[config.mk]
export PLATFORM = sky130hd
export DESIGN_NAME = event_record_byte_tx
export DESIGN_NICKNAME = d
export VERILOG_FILES = /design/src/rtl/event_record_types.sv /design/src/rtl/event_record_byte_tx.sv
export SDC_FILE = /design/constraint.sdc
export NUM_CORES = 1
export LEC_CHECK = 0
export ABC_AREA = 1
export CAP_MARGIN = 20
export CELL_PAD_IN_SITES_DETAIL_PLACEMENT = 0
export CELL_PAD_IN_SITES_GLOBAL_PLACEMENT = 1
export CORE_ASPECT_RATIO = 1.4
export CORE_MARGIN = 2
export CORE_UTILIZATION = 35
export DETAILED_ROUTE_END_ITERATION = 12
export PLACE_DENSITY = 0.77
export SLEW_MARGIN = 25
export SYNTH_ARGS = -nofsm -noshare
export SYNTH_HDL_FRONTEND = slang
export SYNTH_SLANG_ARGS = --single-unit
[constraint.sdc]
create_clock -name clk -period 3.11 [get_ports clk]
set_input_delay 0.622 -clock clk [delete_from_list [all_inputs] [get_ports clk]]
set_output_delay 0.622 -clock clk [all_outputs]
set_load 0.01 [all_outputs]
[src/rtl/event_record_types.sv]
// Canonical 256-bit event record image: field offsets, widths and the packer.
// Both the TX serializer and any unpacker use these offsets so images match.
package event_record_types;

  localparam int REC_BITS  = 256;
  localparam int REC_BYTES = 32;

  localparam int TS_LSB    = 0;
  localparam int TS_W      = 64;
  localparam int UID_LSB   = 64;
  localparam int UID_W     = 64;
  localparam int SIDE_LSB  = 128;
  localparam int SIDE_W    = 8;
  localparam int PRICE_LSB = 136;
  localparam int PRICE_W   = 32;
  localparam int QTY_LSB   = 168;
  localparam int QTY_W     = 32;
  localparam int PAD_LSB   = 200;

  typedef enum logic [1:0] {
    ST_IDLE  = 2'd0,
    ST_SYNC0 = 2'd1,
    ST_SYNC1 = 2'd2,
    ST_DATA  = 2'd3
  } tx_state_t;

  function automatic logic [REC_BITS-1:0] pack_event_record(
    input logic [TS_W-1:0]    ts,
    input logic [UID_W-1:0]   uid,
    input logic [SIDE_W-1:0]  side,
    input logic [PRICE_W-1:0] price,
    input logic [QTY_W-1:0]   qty
  );
    logic [REC_BITS-1:0] r;
    r = '0;
    r[TS_LSB    +: TS_W]    = ts;
    r[UID_LSB   +: UID_W]   = uid;
    r[SIDE_LSB  +: SIDE_W]  = side;
    r[PRICE_LSB +: PRICE_W] = price;
    r[QTY_LSB   +: QTY_W]   = qty;
    return r;
  endfunction

endpackage

[src/rtl/event_record_byte_tx.sv]
// Packs one event into the 256-bit record and streams it LSB byte first, optionally after a sync word.
// First byte valid the cycle after accept; output stalls hold all byte fields, input refused until the last byte handshakes.
module event_record_byte_tx
  import event_record_types::*;
#(
  parameter bit          SYNC_EN   = 1'b1,
  parameter logic [15:0] SYNC_WORD = 16'hA55A
) (
  input  logic        clk,
  input  logic        rst_n,
  input  logic [63:0] ts_ns,
  input  logic [63:0] update_id,
  input  logic [7:0]  side,
  input  logic [31:0] price_f32,
  input  logic [31:0] qty_f32,
  input  logic        s_axis_tvalid,
  output logic        s_axis_tready,
  input  logic        s_axis_tlast,
  output logic [7:0]  m_axis_tdata,
  output logic        m_axis_tvalid,
  input  logic        m_axis_tready,
  output logic        m_axis_tlast,
  output logic        m_axis_tuser,
  output logic [31:0] rec_count,
  output logic        busy
);

  localparam tx_state_t START_STATE = SYNC_EN ? ST_SYNC0 : ST_DATA;

  tx_state_t           state, state_nxt;
  logic [4:0]          byte_idx, byte_idx_nxt;
  logic [REC_BITS-1:0] rec, rec_nxt;
  logic                last_cap, last_cap_nxt;
  logic                rec_done;

  always_ff @(posedge clk or negedge rst_n) begin
    if (!rst_n) begin
      state     <= ST_IDLE;
      byte_idx  <= '0;
      rec       <= '0;
      last_cap  <= 1'b0;
      rec_count <= '0;
    end else begin
      state    <= state_nxt;
      byte_idx <= byte_idx_nxt;
      rec      <= rec_nxt;
      last_cap <= last_cap_nxt;
      if (rec_done) rec_count <= rec_count + 32'd1;
    end
  end

  always_comb begin
    state_nxt     = state;
    byte_idx_nxt  = byte_idx;
    rec_nxt       = rec;
    last_cap_nxt  = last_cap;
    rec_done      = 1'b0;
    s_axis_tready = 1'b0;
    m_axis_tvalid = 1'b0;
    m_axis_tdata  = 8'h00;
    m_axis_tlast  = 1'b0;
    m_axis_tuser  = 1'b0;

    unique case (state)
      ST_IDLE: begin
        // rst_n gates ready so the source sees no acceptance while held in reset
        s_axis_tready = rst_n;
        if (s_axis_tvalid) begin
          rec_nxt      = pack_event_record(ts_ns, update_id, side, price_f32, qty_f32);
          last_cap_nxt = s_axis_tlast;
          byte_idx_nxt = '0;
          state_nxt    = START_STATE;
        end
      end
      ST_SYNC0: begin
        m_axis_tvalid = 1'b1;
        m_axis_tdata  = SYNC_WORD[7:0];
        if (m_axis_tready) state_nxt = ST_SYNC1;
      end
      ST_SYNC1: begin
        m_axis_tvalid = 1'b1;
        m_axis_tdata  = SYNC_WORD[15:8];
        if (m_axis_tready) begin
          byte_idx_nxt = '0;
          state_nxt    = ST_DATA;
        end
      end
      ST_DATA: begin
        m_axis_tvalid = 1'b1;
        m_axis_tdata  = rec[{byte_idx, 3'b000} +: 8];
        m_axis_tlast  = (byte_idx == 5'd31);
        m_axis_tuser  = (byte_idx == 5'd31) && last_cap;
        if (m_axis_tready) begin
          byte_idx_nxt = byte_idx + 5'd1;
          if (byte_idx == 5'd31) begin
            // Next record is taken in the same cycle as the final byte so there is no bubble
            rec_done      = 1'b1;
            s_axis_tready = 1'b1;
            if (s_axis_tvalid) begin
              rec_nxt      = pack_event_record(ts_ns, update_id, side, price_f32, qty_f32);
              last_cap_nxt = s_axis_tlast;
              byte_idx_nxt = '0;
              state_nxt    = START_STATE;
            end else begin
              state_nxt = ST_IDLE;
            end
          end
        end
      end
      default: state_nxt = ST_IDLE;
    endcase
  end

  assign busy = (state != ST_IDLE);

endmodule

After elaboration in Yosys (flattened, before gate mapping) --
Cells that the tools add are included.
Word-level totals: latch bits 0, logic and storage cells 55, bits in read-only memories 0, register bits 296, memories kept 0, memory bits (writable) 0, output and inout bits 45, input bits 205
Operators by class: shift operators 1, bitwise operators 0, divide/modulo/power cells 0, multiplexer cells 29, multipliers 0, reductions and logical operators 9, add/sub/neg operators 2, order comparisons 0, eq/ne operators 9
Operator list (count):
- $mux W256 | 3
- $pmux W256 S2 | 1
- $shiftx A256 B9 Y8 | 1
- $add A32 B1 Y32 const B | 1
- $mux W5 | 5
- $pmux W8 S3 | 1
- $pmux W5 S3 | 1
- $mux W1 | 10
- $mux W2 | 5
- $ne A2 B2 Y1 const B | 5
- $pmux W2 S4 | 1
- $add A5 B1 Y5 const B | 1
- $eq A5 B5 Y1 const B | 1
- $reduce_and A5 Y1 | 1
- $eq A2 B2 Y1 const B | 2
- $pmux W1 S2 | 2
- $reduce_and A4 Y1 | 1
- $reduce_bool A2 Y1 | 2
- $reduce_and A3 Y1 | 1
- $reduce_bool A3 Y1 | 1
- $reduce_or A3 Y1 | 1
- $eq A2 B1 Y1 const B | 1
- $logic_not A2 Y1 | 1
- $logic_and A1 B1 Y1 | 1

Depth between registers and ports, before layout --
Gate-level depths: netlist of the first run.
depth after elaboration 5, gate-level depth with buffers 14

Least setup slack after synthesis of the first run --
No wires, ideal clock.
kind register to output, from reg byte_idx[3], to out s_axis_tready, path buffers 3, setup slack 0.626 ns, data arrival time 1.862 ns, required time 2.488 ns, stages on the path, launching flop included 9, cells stage by stage dfrtp_1 -> buf_2 -> clkinv_1 -> clkbuf_1 -> nor2_1 -> ha_1 -> nand3_4 -> buf_1 -> a21oi_1
On the way: cells in the longest elaborated chain, start to end 4
RTL lines:
- start: declaration | RTL line event_record_byte_tx.sv:31 | logic [4:0] byte_idx, byte_idx_nxt;
- start signal: assignment | RTL line event_record_byte_tx.sv:45 | byte_idx <= byte_idx_nxt;
- $eq A5 B5 Y1 | RTL line event_record_byte_tx.sv:95 | if (byte_idx == 5'd31) begin
- $mux W1 | RTL line event_record_byte_tx.sv:95
- $mux W1 | RTL line event_record_byte_tx.sv:93 | if (m_axis_tready) begin
- $pmux W1 S2 | RTL line event_record_byte_tx.sv:64 | unique case (state)
- end: declaration | RTL line event_record_byte_tx.sv:17 | output logic s_axis_tready,
Every way passes these cells.

Worst setup path after layout of the first run --
from reg byte_idx[0], to out m_axis_tdata[3]
On the way: cells in the longest elaborated chain, start to end 2
RTL lines:
- $shiftx A256 B9 Y8 | RTL line event_record_byte_tx.sv:90 | m_axis_tdata = rec[{byte_idx, 3'b000} +: 8];
- $pmux W8 S3 | RTL line event_record_byte_tx.sv:64
- end: declaration | RTL line event_record_byte_tx.sv:19 | output logic [7:0] m_axis_tdata,
Every way passes these cells.

==> results of run 1 <==
-- cells in the final DEF (no fill, tap or decap), drive strengths merged --
| cell type | synthesis | final |
|---|---|---|
| nand4 | 4 | 4 |
| bufinv | 0 | 6 |
| nand2 | 426 | 426 |
| dlygate4sd2 | 0 | 2 |
| a211oi | 1 | 1 |
| dfrtp | 240 | 240 |
| diode | 0 | 1 |
| clkinvlp | 0 | 1 |
| clkdlybuf4s50 | 0 | 237 |
| nand3b | 5 | 5 |
| inv | 249 | 249 |
| dlymetal6s2s | 0 | 1 |
| o21ai | 88 | 88 |
| nand3 | 138 | 138 |
| and3 | 1 | 1 |
| clkinv | 4 | 10 |
| ha | 9 | 9 |
| a21oi | 140 | 140 |
| nor3 | 8 | 8 |
| o22ai | 1 | 1 |
| and2 | 1 | 1 |
| buf | 71 | 35 |
| bufbuf | 0 | 1 |
| nor2 | 249 | 249 |
| clkbuf | 11 | 42 |
| xnor2 | 6 | 6 |
| or2 | 1 | 1 |
| nand2b | 1 | 1 |
| nor4 | 1 | 1 |
| o2111ai | 1 | 1 |
| xor2 | 14 | 14 |
-- timing repair --
action | CTS | global route
hold endpoints to repair | 0 | 0
setup buffers | 3 | 0
gates resized for setup | 22 | 36
setup endpoints to repair | 11 | 9
gates cloned | 3 | 2
hold buffers | 0 | 0
pin swaps | 1 | 1
-- power by group --
part | leakage [nW] | internal (mW) | total (mW) | switching, mW
registers | 2.80 | 4.39 | 4.91 | 0.524
logic | 5.02 | 2.22 | 5.84 | 3.62
clock network | 0.467 | 2.15 | 3.48 | 1.33
total | 8.28 | 8.75 | 14.2 | 5.48
-- synthesized netlist by cell type (all sizes together), types with 4 or more instances --
master | instances | area [sq um]
nand2 | 426 | 1610
buf | 71 | 599
ha | 9 | 113
a21oi | 140 | 1200
clkinv | 4 | 15.0
o21ai | 88 | 440
nand4 | 4 | 25.0
nor3 | 8 | 45.0
nand3b | 5 | 37.5
xor2 | 14 | 123
dfrtp | 240 | 6010
inv | 249 | 935
nand3 | 138 | 703
nor2 | 249 | 972
xnor2 | 6 | 52.6
clkbuf | 11 | 41.3
-- layer usage --
metal,vias up,GRT usage,part of all wire
met5,-,0,0
met4,0,0.0641,0.028
met3,57,0.0227,0.035
met2,236,0.371,0.52
met1,5210,0.247,0.41
li1,5601,-,-
-- registers in the layout, summed over array words and instances, names as in the netlist --
register / flops
last_cap: 1
byte_idx: 5
state: 2
rec_count: 32
rec: 200
-- final cells by class --
type                            instances  area, sq um
Sequential cell                       240         6010
Tap cell                              467          584
Timing Repair Buffer                  285         3010
Clock buffer                           33          728
Fill cell                            3674        19700
Clock inverter                         13          221
Inverter                              253          962
Multi-Input combinational cell       1095         5490
Antenna cell                            1         2.50
-- final timing paths --
kind | slack, ns | from | endpoint
setup / recovery | 0.14 | byte_idx[0] | m_axis_tdata[3]
setup reg to reg | 0.48 | byte_idx[0] | rec[85]
min in group clk | 0.49 | rec[56] | rec[56]
hold reg to reg | 0.49 | rec[56] | rec[56]
max in group asynchronous | 1.53 | rst_n | rec_count[27]
hold / removal | 0.17 | rst_n | rec[192]
-- cell families after synthesis --
group,after synthesis,share of synthesized area
AO/OA/AOI/OAI,231,0.130
XOR/XNOR,20,0.0135
adder cells (fa/ha/maj),9,0.00867
buffers and inverters,335,0.122
flip-flops,240,0.462
AND/OR/NAND/NOR,835,0.264
==> run summary, run 1 <==
Syn. warnings = 0
residual DRC count = 0
Max Slew Vio Count = 0
CP required = 2.49 ns
total grt overflow = 0
Setup TNS = 0 ns
clock skew = 0.0118 ns
CP Max Fanout = 18
Netlist Area Pre-Place = 0.0130 sq mm
final instance area = 0.0170 sq mm
overall power = 14.2 mW
Final Non-Filler Cells = 2,387
drt pass-1 iters = 5
Leakage = 8.28 nW
Crit. path cell count = 10
share of layout cells above drive strength 1 = 0.135
number of routed nets with antenna violations = 0
worst slack at placement = 0.0956 ns
Setup-failing EPs final = 0
placed instance count = 2,332
synth unique cells = 36
final worst path period need = 2.97 ns
Seq/Total Area, Yosys = 0.462
Top delay family on crit path = simple AND/OR/NAND/NOR gates
actual slew at the worst max-slew pin = 0.884 ns
Avg Inst Size Synth = 7.78 sq um
Die W = 167 um
Nets = 2,115
DP HPWL = 28.7 mm
# IOs = 250
Core Util, Final = 0.464
Post-synth top flop = dfrtp_1
status = completed
worst-path cell chain = buf_4 -> bufbuf_16 -> nand2_1 -> nand3_1 -> nand3_1 -> nand3_2 -> nand2_1 -> nand3_1 -> nand2_1 -> clkbuf_2
fmax = 0.336 GHz
Fin. Hold Viols = 0
Starting Density = 0.354
vias per inst = 4.65
Hold/Removal Path Class = in2async
Clk pin slew, worst setup/hold paths = 0.06 ns
number of synthesized flops with an enable pin = 0
PD cells = 837 mW/mm^2
cts bufs inserted = 26
Core Region = 0.0367 sq mm
die area = 0.0387 sq mm
RSZ-0062 raised after global routing = true
Max clock buf depth = 3
Worst-Skew Late Latency = 0.54 ns
CTS root buffer = clkbuf_16
Slew headroom = 0.411
final setup margin = 0.137 ns
startpoint types = register
Final Cycle Share = 0.956
critical path type = reg2out
routed len/inst = 16.4 um
drt total wl = 39.2 mm
worst path bufs/invs = 3
initial antenna violation count = 1
first-pass GRT wire length = 61.8 mm
Worst path max stage delay = 0.50 ns
# rows = 83
CP Capture Type = primary output
DIE HEIGHT = 232 um
worst hold margin = 0.170 ns
worst reg2reg path depth = 11
vias in the first global route = 11,200
CTS tree = built
largest net degree at the start of global routing = 127
slowest CP cell = dfrtp_4
Syn Nets = 1,884
port bufs = 249
number of synthesized register bits = 240
Data arrival, critical path = 2.35 ns
clk sink count = 240
Vias = 11,100
VDD IR max = 452 uV
Max Cap Viol = 0
Total GRT Usage = 0.202
asr flop ratio synth = 1.00
placed instance area = 0.0158 sq mm
Area growth syn-to-layout = 30.9%
DRT iter0 DRCs = 688
H-tree depth = 1
gpl congestion = 0.848
Post-Synthesis Cells = 1,670
No activity file was read; power rests on OpenSTA's default activity.
==> run 2: changes to the inputs <==
GPL_ROUTABILITY_DRIVEN = 0   (was not set)
==> run summary, run 2 (synthesis results as in run 1) <==
Core Util, Final = 0.460 (was 0.464)
Max clock buf depth = 3 (unchanged)
DP HPWL = 29.0 mm (was 28.7 mm)
largest registers = rec: 200 flops, rec_count: 32 flops, byte_idx: 5 flops (unchanged)
Max Cap Viol = 0 (unchanged)
cts bufs inserted = 25 (was 26)
Vias = 11,100 (about the same)
vias per inst = 4.64 (was 4.65)
CTS root buffer = clkbuf_16 (unchanged)
Final Non-Filler Cells = 2,388 (was 2,387)
Die W = 167 um (unchanged)
total grt overflow = 0 (unchanged)
Post-CTS Hold Buffers = 0 (unchanged)
number of routed nets with antenna violations = 0 (unchanged)
final worst path period need = 3.09 ns (was 2.97 ns)
Reg2Reg Launch Point = byte_idx[0] (unchanged)
largest net degree at the start of global routing = 128 (was 127)
PD cells = 825 mW/mm^2 (was 837 mW/mm^2)
Worst-Skew Late Latency = 0.53 ns (was 0.54 ns)
die area = 0.0387 sq mm (unchanged)
slowest CP cell = dfrtp_4 (unchanged)
CP Max Fanout = 37 (was 18)
Largest Register = rec (unchanged)
share of layout cells above drive strength 1 = 0.127 (was 0.135)
initial antenna violation count = 1 (unchanged)
Data arrival, critical path = 2.47 ns (was 2.35 ns)
Crit. path cell count = 10 (unchanged)
drt pass-1 iters = 10 (was 5)
fmax = 0.323 GHz (was 0.336 GHz)
Starting Density = 0.354 (unchanged)
CP Capture Type = primary output (unchanged)
R2R Path End = rec[191] (was rec[85])
Worst setup startpoint = byte_idx[0] (unchanged)
VDD IR max = 479 uV (was 452 uV)
H-tree depth = 1 (unchanged)
clock skew = 0.0109 ns (was 0.0118 ns)
Area growth syn-to-layout = 29.7% (was 30.9%)
Total GRT Usage = 0.200 (was 0.202)
status = completed (unchanged)
CTS tree = built (unchanged)
Nets = 2,119 (was 2,115)
Setup-failing EPs final = 0 (unchanged)
Leakage = 8.21 nW (was 8.28 nW)
vias in the first global route = 11,300 (was 11,200)
fillers = 3,634 (was 3,674)
RSZ-0062 raised after global routing = true (unchanged)
Worst path max stage delay = 0.56 ns (was 0.50 ns)
# rows = 83 (unchanged)
Core Region = 0.0367 sq mm (unchanged)
worst hold margin = 0.222 ns (was 0.170 ns)
port bufs = 249 (unchanged)
Top delay family on crit path = buffers and inverters (was simple AND/OR/NAND/NOR gates)
critical path type = reg2out (unchanged)
reg2reg setup slack = 0.34 ns (was 0.48 ns)
# IOs = 250 (unchanged)
commonest cells after routing, fill and taps aside = nand2_1, inv_1, nor2_1 (unchanged)
Fin. Hold Viols = 0 (unchanged)
Max Slew Vio Count = 0 (unchanged)
DIE HEIGHT = 232 um (unchanged)
Hold/Removal Path Class = in2async (unchanged)
worst-path cell chain = buf_12 -> buf_4 -> o21ai_0 -> nand2_1 -> nand3_1 -> nand2_1 -> nand3_1 -> nand3_1 -> nand2_1 -> clkdlybuf4s15_1 (was buf_4 -> bufbuf_16 -> nand2_1 -> nand3_1 -> nand3_1 -> nand3_2 -> nand2_1 -> nand3_1 -> nand2_1 -> clkbuf_2)
routed len/inst = 16.3 um (was 16.4 um)
Slew headroom = 0.487 (was 0.411)
DRT iter0 DRCs = 740 (was 688)
commonest non-fill, non-tap cell in the layout = nand2_1 (unchanged)
number of diodes = 0 (was 1)
CP required = 2.49 ns (about the same)
Largest register FFs = 200 (unchanged)
clk sink count = 240 (unchanged)
Setup TNS = 0 ns (unchanged)
drt total wl = 38.9 mm (was 39.2 mm)
actual slew at the worst max-slew pin = 0.769 ns (was 0.884 ns)
Clk pin slew, worst setup/hold paths = 0.07 ns (was 0.06 ns)
residual DRC count = 0 (unchanged)
startpoint types = register (unchanged)
overall power = 13.9 mW (was 14.2 mW)
placed instance count = 2,337 (was 2,332)
worst reg2reg path depth = 11 (unchanged)
Final Cycle Share = 0.995 (was 0.956)
first-pass GRT wire length = 61.1 mm (was 61.8 mm)
worst path bufs/invs = 3 (unchanged)
## run 2: worst max path at each step
stage                     slack (ns)               to
after floorplan                 0.63    s_axis_tready
after global placement          0.17    s_axis_tready
after detailed placement        0.14    s_axis_tready
after CTS                      -0.03     m_axis_tlast
after global routing           -0.04  m_axis_tdata[1]
final                           0.02  m_axis_tdata[2]
## run 2: area by class of cell
class,count,area (sq um),area share
Clock inverter,9,149,0.00884
Multi-Input combinational cell,1095,5430,0.322
Clock buffer,34,679,0.0403
Timing Repair Buffer,290,3030,0.180
Tap cell,467,584,0.0347
Sequential cell,240,6010,0.357
Inverter,253,962,0.0571
## run 2: worst reg2reg max path: cells and delay by family (launching register included)
family / cells / cell delay (ns)
flops: 1 / 0.52
fa+ha+maj: 2 / 0.39
simple gates: 4 / 0.63
buf+inv: 3 / 0.69
compound gates: 2 / 0.42
## run 2: metrics by stage
step	setup slack (ns)	instance area [sq um]
global route	-0.0378	16800
detailed placement	0.138	15800
floorplan	0.626	13000
finish	0.0162	16800
CTS	-0.0266	16800
global placement	0.170	15800
## run 2: where the power goes
part | switching [mW] | internal (mW)
Sequential | 0.555 | 4.39
Clock | 1.25 | 1.86
Combinational | 3.61 | 2.25
## run 2: repair_timing
item	CTS	global route
endpoints found under the hold margin	0	0
cloned	3	0
gates resized for setup	21	24
pin swaps	1	0
endpoints found under the setup margin	11	9
buffers inserted	5	0
## run 2: metal layers
layer	wire (um)	up-vias	global-route usage
li1	-	5593	-
met1	15900	5161	0.241
met2	20100	253	0.367
met3	1440	63	0.0213
met4	1350	0	0.0738
met5	0	-	0
